<file path="config.mk">
export PLATFORM = sky130hd
export DESIGN_NAME = display_scan_ctrl
export DESIGN_NICKNAME = d
export VERILOG_FILES = /design/src/rtl/display_scan_ctrl.sv
export SDC_FILE = /design/constraint.sdc
export NUM_CORES = 1
export LEC_CHECK = 0
export ABC_AREA = 1
export BUFFER_PORTS_ARGS = -buffer_cell sky130_fd_sc_hd__buf_2
export CAP_MARGIN = 20
export CORE_ASPECT_RATIO = 2
export CORE_MARGIN = 4
export CORE_UTILIZATION = 55
export CTS_CLUSTER_DIAMETER = 40
export DETAILED_ROUTE_END_ITERATION = 8
export MAX_ROUTING_LAYER = met4
export PLACE_DENSITY = 0.75
export SYNTH_ARGS = -nofsm -noshare
export SYNTH_HDL_FRONTEND = slang
export SYNTH_SLANG_ARGS = --single-unit
</file>
<file path="constraint.sdc">
create_clock -name clk -period 1.75 [get_ports clk]
set_clock_uncertainty 0.1 [all_clocks]
set_input_delay 0.35 -clock clk [delete_from_list [all_inputs] [get_ports clk]]
set_output_delay 0.35 -clock clk [all_outputs]
set_load 0.005 [all_outputs]
</file>
<file path="src/rtl/display_scan_ctrl.sv">
// Multiplexed 7-segment scan controller: prescaled digit slots with anti-ghost dead time,
// per-digit blink and a double-buffered frame load port that only swaps on frame boundaries.
module display_scan_ctrl #(
  parameter int                NUM_DIGITS   = 4,
  parameter int                CODE_W       = 4,
  parameter int                SCAN_DIV     = 50000,
  parameter int                DEAD_CYCLES  = 1,
  parameter int                BLINK_FRAMES = 64,
  parameter logic [CODE_W-1:0] BLANK_CODE   = 4'hF,
  parameter bit                DIG_ACT_LOW  = 1'b0
) (
  input  logic                         clk,
  input  logic                         rst_n,
  input  logic                         load_valid,
  output logic                         load_ready,
  input  logic [NUM_DIGITS*CODE_W-1:0] load_codes,
  input  logic [NUM_DIGITS-1:0]        load_blink,
  output logic [CODE_W-1:0]            code_out,
  output logic [NUM_DIGITS-1:0]        digit_en,
  output logic                         frame_tick
);

  localparam int PRESC_W = (SCAN_DIV > 1) ? $clog2(SCAN_DIV) : 1;
  localparam int SLOT_W  = (NUM_DIGITS > 1) ? $clog2(NUM_DIGITS) : 1;
  localparam int FRAME_W = (BLINK_FRAMES > 1) ? $clog2(BLINK_FRAMES) : 1;
  localparam logic [NUM_DIGITS-1:0] EN_OFF = DIG_ACT_LOW ? '1 : '0;

  logic [PRESC_W-1:0]    presc_q, presc_d;
  logic [SLOT_W-1:0]     slot_q, slot_d;
  logic [FRAME_W-1:0]    frame_cnt_q, frame_cnt_d;
  logic                  blink_ph_q, blink_ph_d;
  logic                  pending_q, pending_d;
  logic [CODE_W-1:0]     shd_code_q [NUM_DIGITS];
  logic [CODE_W-1:0]     shd_code_d [NUM_DIGITS];
  logic [CODE_W-1:0]     act_code_q [NUM_DIGITS];
  logic [CODE_W-1:0]     act_code_d [NUM_DIGITS];
  logic [NUM_DIGITS-1:0] shd_mask_q, shd_mask_d;
  logic [NUM_DIGITS-1:0] act_mask_q, act_mask_d;
  logic [CODE_W-1:0]     code_out_q, code_out_d;
  logic [NUM_DIGITS-1:0] digit_en_q, digit_en_d;
  logic                  frame_tick_q, frame_tick_d;

  logic                  presc_wrap, slot_last, frame_wrap, accept;
  logic [NUM_DIGITS-1:0] en_onehot;

  assign load_ready = !pending_q;
  assign code_out   = code_out_q;
  assign digit_en   = digit_en_q;
  assign frame_tick = frame_tick_q;

  always_comb begin
    presc_wrap = (presc_q == PRESC_W'(SCAN_DIV - 1));
    slot_last  = (slot_q == SLOT_W'(NUM_DIGITS - 1));
    frame_wrap = presc_wrap && slot_last;
    accept     = load_valid && !pending_q;

    presc_d     = presc_wrap ? '0 : presc_q + PRESC_W'(1);
    slot_d      = slot_q;
    frame_cnt_d = frame_cnt_q;
    blink_ph_d  = blink_ph_q;
    if (presc_wrap) begin
      slot_d = slot_last ? '0 : slot_q + SLOT_W'(1);
    end
    if (frame_wrap) begin
      if (frame_cnt_q == FRAME_W'(BLINK_FRAMES - 1)) begin
        frame_cnt_d = '0;
        blink_ph_d  = !blink_ph_q;
      end else begin
        frame_cnt_d = frame_cnt_q + FRAME_W'(1);
      end
    end

    // Accept and copy are mutually exclusive: accept needs pending clear, copy needs it set.
    pending_d  = pending_q;
    shd_code_d = shd_code_q;
    shd_mask_d = shd_mask_q;
    act_code_d = act_code_q;
    act_mask_d = act_mask_q;
    if (frame_wrap && pending_q) begin
      act_code_d = shd_code_q;
      act_mask_d = shd_mask_q;
      pending_d  = 1'b0;
    end else if (accept) begin
      for (int k = 0; k < NUM_DIGITS; k++) begin
        shd_code_d[k] = load_codes[k*CODE_W +: CODE_W];
      end
      shd_mask_d = load_blink;
      pending_d  = 1'b1;
    end

    // Outputs are a registered view of the current slot; code stays valid through dead time.
    en_onehot = '0;
    if (!(presc_q < PRESC_W'(DEAD_CYCLES)) && !(blink_ph_q && act_mask_q[slot_q])) begin
      en_onehot[slot_q] = 1'b1;
    end
    digit_en_d   = DIG_ACT_LOW ? ~en_onehot : en_onehot;
    code_out_d   = act_code_q[slot_q];
    frame_tick_d = frame_wrap;
  end

  always_ff @(posedge clk or negedge rst_n) begin
    if (!rst_n) begin
      presc_q      <= '0;
      slot_q       <= '0;
      frame_cnt_q  <= '0;
      blink_ph_q   <= 1'b0;
      pending_q    <= 1'b0;
      shd_mask_q   <= '0;
      act_mask_q   <= '0;
      for (int k = 0; k < NUM_DIGITS; k++) begin
        shd_code_q[k] <= BLANK_CODE;
        act_code_q[k] <= BLANK_CODE;
      end
      code_out_q   <= BLANK_CODE;
      digit_en_q   <= EN_OFF;
      frame_tick_q <= 1'b0;
    end else begin
      presc_q      <= presc_d;
      slot_q       <= slot_d;
      frame_cnt_q  <= frame_cnt_d;
      blink_ph_q   <= blink_ph_d;
      pending_q    <= pending_d;
      shd_code_q   <= shd_code_d;
      shd_mask_q   <= shd_mask_d;
      act_code_q   <= act_code_d;
      act_mask_q   <= act_mask_d;
      code_out_q   <= code_out_d;
      digit_en_q   <= digit_en_d;
      frame_tick_q <= frame_tick_d;
    end
  end

endmodule

</file>
* After elaboration in Yosys (flattened, before gate mapping) *
Cells that the tools add are included.

storage, ports and cells
  bits of input ports = 23
  flip-flop bits (word level) = 75
  logic and storage cells = 56

cells by class
  $add $sub $neg = 3
  multiplexer cells = 13
  equality and inequality tests = 3
  order comparisons = 4
  reductions and logical operators = 13
  bitwise gates (word level) = 2

operator list
  kind                                                                count
  adder 16 x 1 -> 16 bit (second input constant)                      1
  equality test 16 bit (second input constant)                        1
  < comparator 16 x 1 -> 1 bit (second input constant)                1
  2-to-1 mux 16 bit                                                   1
  2-to-1 mux 4 bit                                                    3
  binary-select mux 4 bit (select 2 bit)                              1
  adder 6 x 1 -> 6 bit (second input constant)                        1
  equality test 6 bit (second input constant)                         1
  logical AND 1 bit                                                   6
  2-to-1 mux 6 bit                                                    1
  logical NOT 1 bit                                                   4
  2-to-1 mux 1 bit                                                    4
  AND reduction 2 bit                                                 2
  greater-or-equal comparator 3 bit (second input constant)           1
  < comparator 2 x 3 -> 1 bit (second input constant)                 1
  inverter 2 -> 3 bit                                                 1
  adder 2 x 1 -> 2 bit (second input constant)                        1
  binary-select mux 1 bit (select 2 bit)                              1
  demux 1 bit (select 2 bit)                                          1
  equality test 2 bit (second input constant)                         1
  greater-or-equal comparator 2 x 1 -> 1 bit (second input constant)  1
  2-to-1 mux 2 bit                                                    1
  nonzero test 2 bit                                                  1
  inverter 1 bit                                                      1

* Logic depth before layout (Yosys ltp) *
Gate-level depths: netlist of run 1.

  depth in word-level cells = 6
  mapped depth = 8

* Least setup slack after synthesis of run 1 *
OpenSTA, ideal clock, no wires.

  path type = register -> register
  start point = register presc_q[0]
  end point = register act_mask_q[1]
  setup slack = 0.306 ns
  library setup time = 0.118 ns
  period minus slack after synthesis = 1.444 ns
  required time = 1.532 ns
  stages on the path, launching flop included = 8
  arrival time = 1.226 ns
  cells stage by stage = dfrtp_1 > ha_1 > nand3_1 > nor2_4 > nand4_4 > buf_6 > nand2_1 > nand2_1

on the way
  longest elaborated chain between the ends = 3

ends and longest elaborated chain
  what                    RTL line  RTL
  from (decl)             28        logic [PRESC_W-1:0] presc_q, presc_d;
  from (signal assigned)  118       presc_q <= presc_d;
  equality test 16 bit    52        presc_wrap = (presc_q == PRESC_W'(SCAN_DIV - 1));
  logical AND 1 bit       54        frame_wrap = presc_wrap && slot_last;
  logical AND 1 bit       79        if (frame_wrap && pending_q) begin
  to (signal assigned)    126       act_mask_q <= act_mask_d;
  to (decl)               38        logic [NUM_DIGITS-1:0] act_mask_q, act_mask_d;

No other way between the ends.
A chain may end at the register's enable or synchronous reset.

* Worst setup path after layout of run 1 *
  start point = register frame_cnt_q[0]
  end point = register blink_ph_q

on the way
  longest elaborated chain between the ends = 2

ends and longest elaborated chain
  what                           RTL line  RTL
  from (decl)                    30        logic [FRAME_W-1:0] frame_cnt_q, frame_cnt_d;
  from (signal assigned)         120       frame_cnt_q <= frame_cnt_d;
  equality test 6 bit            65        if (frame_cnt_q == FRAME_W'(BLINK_FRAMES - 1)) begin
  AND reduction 2 bit (no line)  n/a
  to (signal assigned)           121       blink_ph_q <= blink_ph_d;
  to (decl)                      31        logic blink_ph_q, blink_ph_d;

No other way between the ends.

==> metrics.cfg, run 1 <==
[status]
run_status = finished clean

[detailed_routing]
drtPass1Iterations = 4
met1_length_um = 2620
initialDrtViolationCount = 167
top_layer = met4
route.vias.total = 2745
route.detailed.drc = 0
post_drt_wl_per_cell_um = 13.8
met3RoutedLength_um = 259
drt_wl_total_um = 7230
dr_wl_met2_um = 4130
ant_nets = 0
vias_per_cell = 5.25

[logic_synthesis]
ys_async_sr_fraction = 1.00
synth_top_family_by_area = simple AND/OR/NAND/NOR gates
synth_compound_area_frac = 0.0357
synth_seq_area_share = 0.528
synth_mux_area_frac = 0.0619
synthAdderAreaFrac = 0.0241
avgSynthCellArea_um2 = 9.34
ys_types = 29
syn_nets = 420
ys.flop_type = dfrtp_1
netlist_instances = 390
ys_top_cells_by_area = dfrtp_1, dfstp_2, nand2_1
synthSimpleGateAreaFrac = 0.257
synth_top_area_cell = dfrtp_1
ys_ff_latch = 75
netlist_area_mm2 = 0.00364
synth_warnings = 0
synth_top_area_share = 0.268
synth_xor_xnor_area_share = 0.0241
synth_edf_count = 0

[critical_path]
start_kind = flop
cp.buffers_inverters = 0
reg2reg_from = frame_cnt_q[0]
worstPathRequired_ns = 1.87
worstSetupPathType = reg2reg
crit_arrival_ns = 1.72
rr_worst_depth = 6
endpoint_kind = flop
max_stage_delay_ns = 0.45
crit_top_cell = nand2_1
crit_fanout = 7
cp_top_family = simple AND/OR/NAND/NOR gates
reg2reg_to = blink_ph_q
crit_path_top_delay_cell = dfrtp_1
crit_path_cell_trace = ha_1, nand2_1, nor2_1, nand4_1, nand2_1, nand2_1
r2r_setup_slack_ns = 0.14

[die]
fp.dieW_um = 65.5
initial_core_util = 0.572
rows = 41
die_y_um = 123
core-area_mm2 = 0.00636
die-area_mm2 = 0.00806
ios = 33

[power]
ir_drop_mv = 0.747
leakage_uw = 0.00202
seqPwrFrac = 0.508
power_density_mw_per_mm2 = 861
clkPwrFrac = 0.459
p_sw_uw = 761
p_int_uw = 2880
p_sw_frac = 0.209
pwr-share-comb = 0.032

[sta]
drv_slew = 0
setup_viol_count_final = 0
finalCritPeriodShare = 0.918
max_freq_ghz = 0.623
tightest_slew_ns = 0.474
hold_viol_final = 0
rsz0062_at_grt = no
relSlewSlack = 0.681
min_period_ns = 1.61
tns_ns = 0

[global_route]
grt_pass1_wl_um = 12400
antenna_found_initial = 0
grt_pass1_vias = 2838
overflow = 0
grtUsageTotal = 0.208
grt_max_degree = 31

[cts]
htreeDepth = 3
clk_transition_reported_paths_ns = 0.05
cts_sinks = 75
cts_tree = built
insertion_delay_ns = 0.34
clk_path_buf_depth = 2
clockRootBuffer = clkbuf_16
numCtsBuffers = 9

[finish]
seqCellArea_mm2 = 0.00192
fillCellCount = 558
fin_nets = 462
antenna_cells = 0
area_growth_pct = 16.0
final_cells = 523
drive_gt1_frac = 0.314
multi_input_area_mm2 = 0.00150

[placement]
placed_cells = 505
gp_congestion = 0.963
port-buffer-count = 32
place_hpwl_um = 5190

[flow_run]
cap_viol_max_count = 0

[hold_path]
hold-path-endpoint = shd_mask_q[1]
min_from = load_blink[1]
hold_path.class = in2reg
hold_path_depth = 2

registers in the layout (all words and copies together) (netlist names):
name,cells
pending_q,1
shd_mask_q,4
slot_q,2
presc_q,16
frame_cnt_q,6
digit_en,4
blink_ph_q,1
act_mask_q,4
act_code_q,16
code_out,4
frame_tick,1
shd_code_q,16
power groups by stage:
stage                     Combinational, µW  Sequential (µW)  Clock, µW
after detailed placement                121             1880          0
after global placement                  116             1870          0
after global routing                    138             1860       1780
after floorplan                        47.6             1870          0
after CTS                               123             1850       1720
final                                   118             1850       1670
metrics by stage:
step                      utilization  setup WS (ns)  hold slack [ns]  power [µW]  area, µm²
after floorplan                     -          0.306          -0.0456        1920       3640
after global placement          0.613          0.106            0.243        1990       3900
after detailed placement        0.613         0.0784            0.241        2000       3900
after CTS                       0.658         0.0597            0.130        3690       4190
after global routing            0.664         0.0169            0.149        3770       4220
final                           0.664          0.144            0.143        3640       4220
cells by family after synthesis:
logic type,count (synthesis)
DFF,75
and+or+nand+nor,205
xor gates and xnor gates,10
muxes,20
adders and majority gates,7
AOI/OAI and AO/OA,24
buffers and inverters,49
cells in the final DEF, fill, tap and decap left out, drive strengths merged:
master,Yosys,routed
nand3,13,13
xor2,9,9
buf,12,42
clkbuf,1,11
clkinv,1,4
a21oi,1,1
mux2,20,20
o22ai,4,4
o21ai,17,17
dlygate4sd3,0,1
nand2,107,107
or2,1,1
dfrtp,39,39
xnor2,1,1
nand4,27,28
o21bai,2,2
dfstp,36,36
nor2,57,57
clkinvlp,0,2
ha,7,7
inv,35,35
synthesized netlist by cell type, types with 3 or more instances:
cell type,n
o21ai_0,14
o21ai_1,3
inv_1,33
ha_1,7
nor2_2,5
dfstp_2,36
nand2_2,5
o22ai_1,4
buf_6,8
dfrtp_1,39
nand4_1,25
nand3_1,11
mux2_2,20
nor2_1,49
nor2_4,3
nand2_1,102
xor2_1,9
final cells by class:
cell class                      count  area share
Multi-Input combinational cell    267       0.356
Clock inverter                      5     0.00711
Inverter                           36      0.0320
Tap cell                           86      0.0255
Timing Repair Buffer               43      0.0669
Sequential cell                    75       0.455
Clock buffer                       11      0.0575
routing by layer:
layer,vias to the layer above,global-route usage
met4,0,0.110
met2,56,0.378
li1,1347,-
met1,1323,0.202
met3,19,0.0436
met5,-,-
worst max-delay path by stage:
stage,end,slack (ns),cells after the start,startpoint
after floorplan,act_mask_q[1],0.31,7,presc_q[0]
after global placement,act_mask_q[1],0.11,4,slot_q[0]
after detailed placement,act_mask_q[0],0.08,6,presc_q[0]
after CTS,act_mask_q[0],0.06,6,presc_q[0]
after global routing,presc_q[12],0.02,8,presc_q[0]
final,blink_ph_q,0.14,6,frame_cnt_q[0]
what timing repair did:
item                                    CTS  global route
hold endpoints to repair                  4             0
gates resized for setup                   0             5
endpoints found under the setup margin    0            27
buffers inserted                          0             0
hold buffers                              1             0
No activity file was read; power rests on OpenSTA's default activity.
==> run 2: changes to the inputs <==
--- a/config.mk
+++ b/config.mk
@@ -8,13 +8,15 @@
 export ABC_AREA = 1
 export BUFFER_PORTS_ARGS = -buffer_cell sky130_fd_sc_hd__buf_2
 export CAP_MARGIN = 20
+export CELL_PAD_IN_SITES_DETAIL_PLACEMENT = 1
+export CELL_PAD_IN_SITES_GLOBAL_PLACEMENT = 1
 export CORE_ASPECT_RATIO = 2
 export CORE_MARGIN = 4
-export CORE_UTILIZATION = 55
+export CORE_UTILIZATION = 46
 export CTS_CLUSTER_DIAMETER = 40
 export DETAILED_ROUTE_END_ITERATION = 8
 export MAX_ROUTING_LAYER = met4
-export PLACE_DENSITY = 0.75
+export PLACE_DENSITY_LB_ADDON = 0.1
 export SYNTH_ARGS = -nofsm -noshare
 export SYNTH_HDL_FRONTEND = slang
 export SYNTH_SLANG_ARGS = --single-unit
==> metrics.cfg, run 2 (synthesized netlist as in run 1, its figures left out) <==
[status]
run_status = finished clean

[detailed_routing]
drt_wl_total_um = 9020  ; +25%
initialDrtViolationCount = 105  ; -37%
drtPass1Iterations = 4  ; unchanged
vias_per_cell = 5.39  ; +2.7%
post_drt_wl_per_cell_um = 16.9  ; +22%
ant_nets = 0  ; unchanged
route.detailed.drc = 0  ; unchanged
route.vias.total = 2874  ; +4.7%

[critical_path]
r2r_setup_slack_ns = 0.11  ; -0.03 ns
crit_path_cell_trace = ha_4, nand2_2, nor2_4, nand3_2, nor2_4, buf_12, nand4_1, nand2_1
crit_top_cell = nor2_4
endpoint_kind = flop
reg2reg_from = presc_q[0]
reg2reg_to = act_mask_q[0]
crit_fanout = 26  ; +19
rr_worst_depth = 8  ; +2
worstSetupPathType = reg2reg
crit_arrival_ns = 1.81  ; +0.09 ns
cp.buffers_inverters = 1  ; +1
cp_top_family = simple AND/OR/NAND/NOR gates
crit_path_top_delay_cell = dfrtp_1
worstPathRequired_ns = 1.92  ; +0.05 ns
max_stage_delay_ns = 0.43  ; -0.02 ns
start_kind = flop

[finish]
fin_nets = 465  ; +0.65%
design_area_mm2 = 0.00427  ; +1.1%
most-common-layout-cells = nand2_1, nor2_1, dfrtp_1
drive_gt1_frac = 0.314  ; +0.000850
antenna_cells = 0  ; unchanged
area_growth_pct = 17.3
reg_top3 = act_code_q (16), presc_q (16), shd_code_q (16)
final_common_cell = nand2_1

[sta]
finalCritPeriodShare = 0.937  ; +0.0196
relSlewSlack = 0.723  ; +0.0425
min_period_ns = 1.64  ; +0.0342 ns
hold_viol_final = 0  ; unchanged
max_freq_ghz = 0.610  ; -2.1%
setup_viol_count_final = 0  ; unchanged
layout_setup_ws_ns = 0.110  ; -0.0342 ns
tightest_slew_ns = 0.415  ; -0.0588 ns
drv_slew = 0  ; unchanged

[global_route]
antenna_found_initial = 0  ; unchanged
grt_pass1_wl_um = 14500  ; +17%
grtUsageTotal = 0.203  ; -0.00565
grt_pass1_vias = 3108  ; +9.5%
grt_max_degree = 36  ; +16%
overflow = 0  ; unchanged

[hold_path]
hold-path-endpoint = shd_code_q[1]
min_from = load_codes[13]
hold_path_depth = 2  ; unchanged
hold_path.class = in2reg

[power]
power_uw = 3640  ; about the same
leakage_uw = 0.00203  ; +0.21%
ir_drop_mv = 0.847  ; +13%
power_density_mw_per_mm2 = 852  ; -1.0%

[die]
initial_core_util = 0.475  ; -0.0969
die_y_um = 134  ; +8.7%
rows = 45  ; +9.8%
ios = 33  ; unchanged
core-area_mm2 = 0.00766  ; +20%
die-area_mm2 = 0.00949  ; +18%
fp.dieW_um = 70.9  ; +8.2%

[cts]
clockRootBuffer = clkbuf_16
post_cts_buffers = 0  ; unchanged
clk_transition_reported_paths_ns = 0.05  ; about the same
htreeDepth = 3  ; unchanged
clk_path_buf_depth = 2  ; unchanged
numCtsBuffers = 9  ; unchanged
insertion_delay_ns = 0.34  ; about the same
cts_sinks = 75  ; unchanged
cts_tree = built

[flow_run]
cap_viol_max_count = 0  ; unchanged

[placement]
dpl_cell_area_mm2 = 0.00392  ; +0.38%
place_hpwl_um = 6310  ; +22%
gp_congestion = 0.862  ; -10%
post-place-ws_ns = 0.0430  ; -0.0353 ns
port-buffer-count = 32  ; unchanged

run 2: report_power, final:
group	leakage, µW	internal (µW)	switching (µW)
clock	0.000124	993	679
combinational	0.00101	62.7	53.9
sequential	0.000888	1820	26.1
run 2: stage by stage:
step / TNS, ns / instances / utilization / hold slack (ns)
floorplan: 0 / 390 / - / -0.0456
global placement: 0 / 515 / 0.512 / 0.214
detailed placement: 0 / 515 / 0.512 / 0.216
CTS: 0 / 531 / 0.547 / 0.133
global route: -0.215 / 533 / 0.558 / 0.138
finish: 0 / 533 / 0.558 / 0.141
run 2: final cells by class:
cell class | instances | area, µm²
fill | 906 | 3390
sequential | 75 | 1920
multi-input combinational | 268 | 1550
timing repair buffer | 45 | 288
clock buffer | 15 | 258
inverter | 36 | 135
tap | 94 | 118
run 2: what timing repair did:
item / in CTS / in global routing
resized for setup: 0 / 12
hold endpoints to repair: 22 / 0
hold buffers: 1 / 0
endpoints found under the setup margin: 0 / 31
run 2: worst register-to-register path, delay by kind of cell, from the launching register on:
family                     cells  cell delay [ns]
and+or+nand+nor                6             0.68
DFF                            1             0.43
adders and majority gates      1             0.18
buffers and inverters          1             0.18
run 2: how the worst max path moves through the flow:
stage	from	endpoint	slack, ns	cells after the start
CTS	presc_q[0]	act_mask_q[0]	0.02	6
global route	presc_q[7]	act_code_q[14]	-0.04	6
floorplan	presc_q[0]	act_mask_q[1]	0.31	7
global placement	presc_q[0]	act_mask_q[1]	0.14	6
finish	presc_q[0]	act_mask_q[0]	0.11	8
detailed placement	presc_q[0]	act_mask_q[1]	0.04	6
run 2: metal layers:
metal,share of wire,wire [µm],vias to the layer above,GRT usage
met2,0.59,5320,61,0.376
met1,0.35,3140,1434,0.197
met4,0.027,246,0,0.0858
met5,0,0,-,-
li1,-,-,1358,-
met3,0.035,317,21,0.0443
